File: src/rtl/retro_change_dispenser.sv
// ============================================================================
// Module   : retro_change_dispenser
// Purpose  : Greedy 25/10/5 coin change payer with per-denomination stock.
//            Optional abort input enabled by RETRO_CHANGE_ABORT_EN.
// Revision : 1.0 - initial release
// ============================================================================
`default_nettype none

module retro_change_dispenser #(
    parameter int AMOUNT_W     = 8,
    parameter int INV_W        = 6,
    parameter int INIT_25      = 20,
    parameter int INIT_10      = 20,
    parameter int INIT_5       = 20,
    parameter int PULSE_CYCLES = 2,
    parameter int GAP_CYCLES   = 2
) (
    input  logic                clk,
    input  logic                reset,
    input  logic                change_valid,
    input  logic [AMOUNT_W-1:0] change_amount,
    output logic                change_ready,
    input  logic                refill,
`ifdef RETRO_CHANGE_ABORT_EN
    input  logic                abort,
`endif
    output logic                coin_out_25,
    output logic                coin_out_10,
    output logic                coin_out_5,
    output logic                busy,
    output logic                done,
    output logic                short,
    output logic [AMOUNT_W-1:0] remaining,
    output logic [INV_W-1:0]    inv_25,
    output logic [INV_W-1:0]    inv_10,
    output logic [INV_W-1:0]    inv_5
);

    localparam int CNT_W = 8;
    localparam logic [AMOUNT_W-1:0] c_V25     = AMOUNT_W'(25);
    localparam logic [AMOUNT_W-1:0] c_V10     = AMOUNT_W'(10);
    localparam logic [AMOUNT_W-1:0] c_V5      = AMOUNT_W'(5);
    localparam logic [INV_W-1:0]    c_INV_ONE = INV_W'(1);
    localparam logic [INV_W-1:0]    c_INIT25  = INV_W'(INIT_25);
    localparam logic [INV_W-1:0]    c_INIT10  = INV_W'(INIT_10);
    localparam logic [INV_W-1:0]    c_INIT5   = INV_W'(INIT_5);
    localparam logic [CNT_W-1:0]    c_PULSE_LAST = CNT_W'(PULSE_CYCLES - 1);
    localparam logic [CNT_W-1:0]    c_GAP_LAST   = CNT_W'(GAP_CYCLES - 1);

    typedef enum logic [2:0] {
        S_IDLE   = 3'd0,
        S_SELECT = 3'd1,
        S_PULSE  = 3'd2,
        S_GAP    = 3'd3,
        S_DONE   = 3'd4
    } state_t;

    state_t                state_q, state_d;
    logic [AMOUNT_W-1:0]   bal_q, bal_d;
    logic [INV_W-1:0]      inv25_q, inv25_d;
    logic [INV_W-1:0]      inv10_q, inv10_d;
    logic [INV_W-1:0]      inv5_q, inv5_d;
    logic [CNT_W-1:0]      cnt_q, cnt_d;
    logic [2:0]            coin_q, coin_d;     // one-hot {25, 10, 5}
    logic                  busy_q, busy_d;
    logic                  done_q, done_d;
    logic                  short_q, short_d;
    logic [AMOUNT_W-1:0]   rem_q, rem_d;
    logic                  abort_q, abort_d;

    logic w_abort;
    logic w_pick25, w_pick10, w_pick5;

`ifdef RETRO_CHANGE_ABORT_EN
    assign w_abort = abort;
`else
    assign w_abort = 1'b0;
`endif

    // Greedy priority: a denomination is eligible only if it fits and is in stock.
    assign w_pick25 = (bal_q >= c_V25) && (inv25_q != '0);
    assign w_pick10 = !w_pick25 && (bal_q >= c_V10) && (inv10_q != '0);
    assign w_pick5  = !w_pick25 && !w_pick10 && (bal_q >= c_V5) && (inv5_q != '0);

    always_comb begin
        state_d = state_q;
        bal_d   = bal_q;
        inv25_d = inv25_q;
        inv10_d = inv10_q;
        inv5_d  = inv5_q;
        cnt_d   = cnt_q;
        coin_d  = 3'b000;
        done_d  = 1'b0;
        short_d = 1'b0;
        rem_d   = rem_q;
        abort_d = abort_q;

        case (state_q)
            S_IDLE: begin
                abort_d = 1'b0;
                if (refill) begin
                    inv25_d = c_INIT25;
                    inv10_d = c_INIT10;
                    inv5_d  = c_INIT5;
                end
                if (change_valid) begin
                    bal_d   = change_amount;
                    state_d = S_SELECT;
                end
            end
            S_SELECT: begin
                abort_d = abort_q | w_abort;
                cnt_d   = '0;
                state_d = S_PULSE;
                if (w_pick25) begin
                    bal_d   = bal_q - c_V25;
                    inv25_d = inv25_q - c_INV_ONE;
                    coin_d  = 3'b100;
                end else if (w_pick10) begin
                    bal_d   = bal_q - c_V10;
                    inv10_d = inv10_q - c_INV_ONE;
                    coin_d  = 3'b010;
                end else if (w_pick5) begin
                    bal_d   = bal_q - c_V5;
                    inv5_d  = inv5_q - c_INV_ONE;
                    coin_d  = 3'b001;
                end else begin
                    state_d = S_DONE;
                end
            end
            S_PULSE: begin
                abort_d = abort_q | w_abort;
                if (cnt_q == c_PULSE_LAST) begin
                    cnt_d   = '0;
                    state_d = S_GAP;
                end else begin
                    cnt_d  = cnt_q + 1'b1;
                    coin_d = coin_q;
                end
            end
            S_GAP: begin
                abort_d = abort_q | w_abort;
                if (cnt_q == c_GAP_LAST) begin
                    cnt_d   = '0;
                    state_d = (abort_q || w_abort) ? S_DONE : S_SELECT;
                end else begin
                    cnt_d = cnt_q + 1'b1;
                end
            end
            S_DONE: begin
                abort_d = 1'b0;
                state_d = S_IDLE;
            end
            default: begin
                state_d = S_IDLE;
            end
        endcase

        // DONE is only entered from SELECT or GAP, where the balance is not modified.
        if (state_d == S_DONE) begin
            done_d  = 1'b1;
            short_d = (bal_q != '0);
            rem_d   = bal_q;
        end
        busy_d = (state_d != S_IDLE);
    end

    always_ff @(posedge clk) begin
        if (!reset) begin
            state_q <= S_IDLE;
            bal_q   <= '0;
            inv25_q <= c_INIT25;
            inv10_q <= c_INIT10;
            inv5_q  <= c_INIT5;
            cnt_q   <= '0;
            coin_q  <= 3'b000;
            busy_q  <= 1'b0;
            done_q  <= 1'b0;
            short_q <= 1'b0;
            rem_q   <= '0;
            abort_q <= 1'b0;
        end else begin
            state_q <= state_d;
            bal_q   <= bal_d;
            inv25_q <= inv25_d;
            inv10_q <= inv10_d;
            inv5_q  <= inv5_d;
            cnt_q   <= cnt_d;
            coin_q  <= coin_d;
            busy_q  <= busy_d;
            done_q  <= done_d;
            short_q <= short_d;
            rem_q   <= rem_d;
            abort_q <= abort_d;
        end
    end

    assign change_ready = (state_q == S_IDLE) && reset;
    assign coin_out_25  = coin_q[2];
    assign coin_out_10  = coin_q[1];
    assign coin_out_5   = coin_q[0];
    assign busy         = busy_q;
    assign done         = done_q;
    assign short        = short_q;
    assign remaining    = rem_q;
    assign inv_25       = inv25_q;
    assign inv_10       = inv10_q;
    assign inv_5        = inv5_q;

endmodule

`default_nettype wire

File: config.mk
export PLATFORM = sky130hd
export DESIGN_NAME = retro_change_dispenser
export DESIGN_NICKNAME = d
export VERILOG_FILES = /design/src/rtl/retro_change_dispenser.sv
export SDC_FILE = /design/constraint.sdc
export NUM_CORES = 1
export LEC_CHECK = 0
export BUFFER_PORTS_ARGS = -buffer_cell sky130_fd_sc_hd__buf_4
export CAP_MARGIN = 20
export CORE_AREA = 5 5 76 78
export CTS_BUF_LIST = sky130_fd_sc_hd__clkbuf_16
export CTS_CLUSTER_DIAMETER = 200
export DETAILED_ROUTE_END_ITERATION = 8
export DIE_AREA = 0 0 81 83
export GPL_TIMING_DRIVEN = 1
export PLACE_DENSITY = 0.93
export SETUP_SLACK_MARGIN = 0.4
export SLEW_MARGIN = 0
export SYNTH_ARGS = -nofsm -noshare
export SYNTH_HDL_FRONTEND = slang
export SYNTH_SLANG_ARGS = --single-unit
export TNS_END_PERCENT = 1
File: constraint.sdc
create_clock -name clk -period 3.8 [get_ports clk]
set_input_delay 0.57 -clock clk [delete_from_list [all_inputs] [get_ports clk]]
set_output_delay 0.57 -clock clk [all_outputs]
set_load 0.1 [all_outputs]
Yosys cells after proc, flatten, opt, wreduce, memory -nomap -nowiden
Cells that the tools add are included.
{"block": "totals", "ff_bits": 51, "in_bits": 12, "word_cells": 88}
{"block": "op_classes", "addsub": 7, "magnitude_cmp": 3, "eq_ne": 14, "n_mux": 30, "reduce_logical": 23}
{"op": "6-bit 2-to-1 mux", "count": 7}
{"op": "8-bit 2-to-1 mux", "count": 5}
{"op": "6-bit one-hot mux with 2 select lines", "count": 3}
{"op": "8-bit one-hot mux with 2 select lines", "count": 2}
{"op": "3-bit 2-to-1 mux", "count": 8}
{"op": "6-bit nonzero test", "count": 3}
{"op": "6-bit by 1-bit subtractor with 6-bit output (second input constant)", "count": 3}
{"op": "2-bit != test (second input constant)", "count": 8}
{"op": "3-bit one-hot mux with 4 select lines", "count": 1}
{"op": "8-bit by 1-bit adder with 8-bit output (second input constant)", "count": 1}
{"op": "8-bit by 1-bit equality test with 1-bit output (second input constant)", "count": 1}
{"op": "8-bit by 3-bit >= comparator with 1-bit output (second input constant)", "count": 1}
{"op": "8-bit by 4-bit >= comparator with 1-bit output (second input constant)", "count": 1}
{"op": "8-bit by 5-bit >= comparator with 1-bit output (second input constant)", "count": 1}
{"op": "8-bit nonzero test", "count": 1}
{"op": "8-bit by 3-bit subtractor with 8-bit output (second input constant)", "count": 1}
{"op": "8-bit by 4-bit subtractor with 8-bit output (second input constant)", "count": 1}
{"op": "8-bit by 5-bit subtractor with 8-bit output (second input constant)", "count": 1}
{"op": "1-bit logical AND", "count": 7}
{"op": "3-bit by 2-bit equality test with 1-bit output (second input constant)", "count": 2}
{"op": "3-bit one-hot mux with 2 select lines", "count": 1}
{"op": "3-bit AND reduction", "count": 2}
{"op": "5-bit AND reduction", "count": 1}
{"op": "4-bit != test (second input constant)", "count": 1}
{"op": "other kinds (11)", "count": 14}

Depth between registers and ports, before layout
{"block": "logic_depth", "depth_word": 15, "depth_mapped": 9, "mapped_depth_nobuf": 8}

Worst setup path before layout
No wires, ideal clock.
{"block": "synth_timing", "path_kind": "in2out", "start": "input port reset", "end": "output port change_ready", "arrival_ns": 3.001, "required_ns": 3.230, "path_slack_ns": 0.229, "path_stages": 3, "path_buffers": 1, "path_cell_list": "clkbuf_1 -> nand2b_1 -> nor3_1"}
{"block": "synth_via", "elab_chain_cells": 1}
{"element": "start, declared", "line_no": "19", "rtl": "input logic reset,"}
{"element": "1-bit logical AND", "line_no": "198", "rtl": "assign change_ready = (state_q == S_IDLE) && reset;"}
{"element": "end, declared", "line_no": "22", "rtl": "output logic change_ready,"}
No other way between the ends.

Final worst setup path
{"block": "layout_timing", "start": "register bal_q[1]", "end": "register bal_q[5]"}
{"block": "layout_via", "elab_chain_cells": 11, "elab_cells_between_ends": 20, "cone_classes": "add/sub: 3; order compare: 3; eq/ne: 1; mux: 4; reduce/logical: 9"}
{"element": "start, declared", "line_no": "59", "rtl": "logic [AMOUNT_W-1:0] bal_q, bal_d;"}
{"element": "start signal, assigned", "line_no": "184", "rtl": "bal_q <= bal_d;"}
{"element": "8-bit by 5-bit >= comparator with 1-bit output", "line_no": "81", "rtl": "assign w_pick25 = (bal_q >= c_V25) && (inv25_q != '0);"}
{"element": "1-bit logical AND", "line_no": "81"}
{"element": "1-bit logical NOT", "line_no": "82, 83"}
{"element": "1-bit logical AND (2 in series)", "line_no": "82", "rtl": "assign w_pick10 = !w_pick25 && (bal_q >= c_V10) && (inv10_q != '0);"}
{"element": "1-bit logical NOT", "line_no": "83", "rtl": "assign w_pick5 = !w_pick25 && !w_pick10 && (bal_q >= c_V5) && (inv5_q != '0);"}
{"element": "1-bit logical AND (3 in series)", "line_no": "83"}
{"element": "4-bit != test (no source line)"}
{"element": "3-bit AND reduction (no source line)"}
Parallel ways exist; a longest one is shown, timed or not. The select of a mux whose other input is x is not followed.
A chain may end at the register's enable or synchronous reset.

==> summary.txt <==
Power and ir drop
  – Switching power: 0.000912 W
  – P per Cell Area: 579 nW/um^2
  – Peak supply drop: 0.379 mV
  – P_int: 0.00111 W
  – Reg power frac: 33.3%
  – P_leak: 1.36 nW
  – Comb pwr share: 44.5%
  – Net Sw Frac: 45.1%
  – Clock Power Share: 22.2%

Synthesis
  – Netlist cell types: 71
  – Gate Count Post-Synth: 354
  – Primary FF master, synth: dfxtp_1
  – Top cells by count, synth: nor2_1, dfxtp_1, nand2_1, a21oi_1
  – Most common cell in the netlist: nor2_1
  – Number of synthesized flops with an enable pin: 0
  – Mapped cell area: 3040 sq um
  – Area leader, netlist: dfxtp_1
  – Ys async rst share: 0%
  – Avg Inst Size Synth: 8.58 sq um
  – Dominant cells by area after synthesis: dfxtp_1, nor2_1, ha_1, nand2_1, mux2i_1
  – Syn_nets: 380
  – Synth warn: 0
  – Sequential share of the synthesized area: 33.6%
  – Area share of the largest cell type after synthesis: 33.6%
  – Yosys reg bits: 51

Route
  – DRC: 0
  – Vias per cell: 6.36
  – Final antenna-violating net count: 0
  – DR vias: 2,937
  – Final wirelength: 7710 um
  – 1st-iter DRT viols: 466
  – Drt pass-1 iters: 6
  – Avg WL per Cell: 16.7 um

Global route
  – Initial antenna violation count: 0
  – GRT Overall Usage: 24.0%
  – Largest net degree at the start of global routing: 23
  – First-pass GRT wire length: 13,100 um
  – Vias in the first global route: 2,674
  – Grt total ovfl: 0

Timing
  – Worst Tran Pin Value: 0.970 ns
  – Max Clock Skew: 0.00629 ns
  – Final min period: 2.87 ns
  – Unrepaired setup endpoints after global routing: false
  – Slew Limit Headroom: 34.8%
  – Max Slew Vio Count: 0
  – Hold_ws: 0.470 ns
  – Max Freq: 348 MHz
  – Hold Fails Final Rpt: 0
  – Setup TNS: 0 ns
  – Final-report setup violation count: 0
  – Final period utilization: 75.6%

Clock network
  – Number of setup buffers added after CTS: 0
  – CTS tree: done
  – Num CTS Buffers: 5
  – CTS sink cnt: 51
  – Clock Root Buffer: clkbuf_16
  – Gates resized, CTS repair: 0
  – Clk_lat worst skew: 0.29 ns
  – Worst-path clk slew: 0.07 ns
  – Hold-fix buffer count after cts: 0
  – Clock Tree Buf Depth: 2
  – H-tree lvl count: 2

Run status
  – Outcome: finished clean

Worst setup path
  – Crit path kind: reg2reg
  – CP required: 4.00 ns
  – Worst Setup End Kind: register
  – Flop-to-flop setup slack: 0.93 ns
  – Crit start category: register
  – WP data arrival: 3.07 ns
  – Worst-path fanout max: 9

Placement
  – Dpl hpwl: 5490 um
  – Placed cells: 454
  – Input/output buffers: 44
  – Routability cong.: 0.944

Flow run
  – Maxcap violations: 0

Die
  – Initial core utilization: 60.6%
  – Row count: 26
  – Chip Width: 81 um
  – Die span in y: 83 um
  – DIE AREA: 6720 sq um
  – IO Pins: 45
  – Core Area: 5010 sq um

Final layout
  – Antenna cells: 0
  – Synth-to-layout area growth: 14.9%
  – NumNets Final: 417
  – Fraction of layout instances using a drive strength above 1: 19.4%
  – Finished Layout Cells: 462

Hold path
  – Worst min-delay path class: reg2reg
-- registers in the layout, summed over array words and instances, names as in the netlist --
signal / cells
bal_q: 8
busy: 1
cnt_q: 8
coin_q: 3
done: 1
inv_10: 6
inv_25: 6
inv_5: 6
remaining: 8
short: 1
state_q: 3
-- per-layer routing --
layer,up-vias,part of all wire (%),GRT usage (%)
li1,1373,-,-
met1,1388,41,33.1
met2,161,49,38.0
met3,15,9.0,5.52
met4,0,1.3,5.22
met5,-,0,0
-- power groups by stage --
stage | clock network (W) | registers (W) | logic (W)
2_1_floorplan | 0 | 0.000815 | 0.000569
3_3_place_gp | 0 | 0.000680 | 0.000860
3_5_place_dp | 0 | 0.000681 | 0.000870
4_1_cts | 0.000450 | 0.000670 | 0.000883
5_1_grt | 0.000476 | 0.000684 | 0.000965
6_report | 0.000448 | 0.000673 | 0.000900
-- area by class of cell --
| type | count | area, sq um |
|---|---|---|
| clock buffer | 5 | 125 |
| clock inverter | 3 | 18.8 |
| fill | 388 | 1520 |
| inverter | 15 | 56.3 |
| multi-input combinational | 271 | 1830 |
| sequential | 51 | 1020 |
| tap | 70 | 87.6 |
| timing repair buffer | 47 | 353 |
-- cell families (layout without fill, tap and decap cells) --
| kind of cell | after synthesis | in the layout | share of synthesized area (%) |
|---|---|---|---|
| simple gates | 143 | 143 | 25.2 |
| compound gates | 95 | 95 | 23.1 |
| flops | 51 | 51 | 33.6 |
| buf+inv | 32 | 70 | 6.34 |
| fa+ha+maj | 14 | 14 | 5.77 |
| mux | 10 | 10 | 3.34 |
| xor+xnor | 9 | 9 | 2.59 |
-- stage by stage --
step           total power [W]  utilization [%]  cell area [sq um]  setup slack (ns)
2_1_floorplan          0.00138                -               3040             0.922
3_3_place_gp           0.00154             66.8               3350              1.17
3_5_place_dp           0.00155             66.8               3350              1.06
4_1_cts                0.00200             69.7               3490              1.03
5_1_grt                0.00212             69.7               3490             0.770
6_report               0.00202             69.7               3490             0.929
-- final timing paths --
| kind | startpoint | end | cells after the start |
|---|---|---|---|
| max | bal_q[1] | bal_q[5] | 8 |
| min | coin_q[1] | coin_q[1] | 2 |
| max reg2reg | bal_q[1] | bal_q[5] | 8 |
| min reg2reg | coin_q[1] | coin_q[1] | 2 |
-- cells in the final DEF (no fill, tap or decap), drive strengths merged, types with 3 or more instances in the layout --
cell type / Yosys / routed
nand2b: 3 / 3
nand3: 9 / 9
o22ai: 6 / 6
or3: 3 / 3
a211oi: 3 / 3
a2111oi: 3 / 3
or3b: 3 / 3
and2: 3 / 3
ha: 14 / 14
o21ai: 15 / 15
nor4: 3 / 3
o32ai: 5 / 5
mux2i: 9 / 9
dfxtp: 51 / 51
buf: 2 / 47
inv: 15 / 16
xnor2: 3 / 3
xor2: 6 / 6
and3: 6 / 6
a31oi: 5 / 5
nor3b: 4 / 4
clkbuf: 14 / 5
or4b: 3 / 3
a21oi: 18 / 18
nor2: 54 / 54
or4: 3 / 3
nor3: 15 / 15
o31a: 4 / 4
o31ai: 7 / 7
nand2: 28 / 28
-- worst max-delay path, stage by stage (launching register included) --
cell     delay [ns]
dfxtp_1        0.50
inv_1          0.18
ha_1           0.23
or3b_1         0.41
nand3_1        0.18
o22ai_4        0.15
o31ai_1        0.69
a22oi_1        0.20
o32ai_1        0.24
Note: power is estimated with default switching activity, not from simulation.
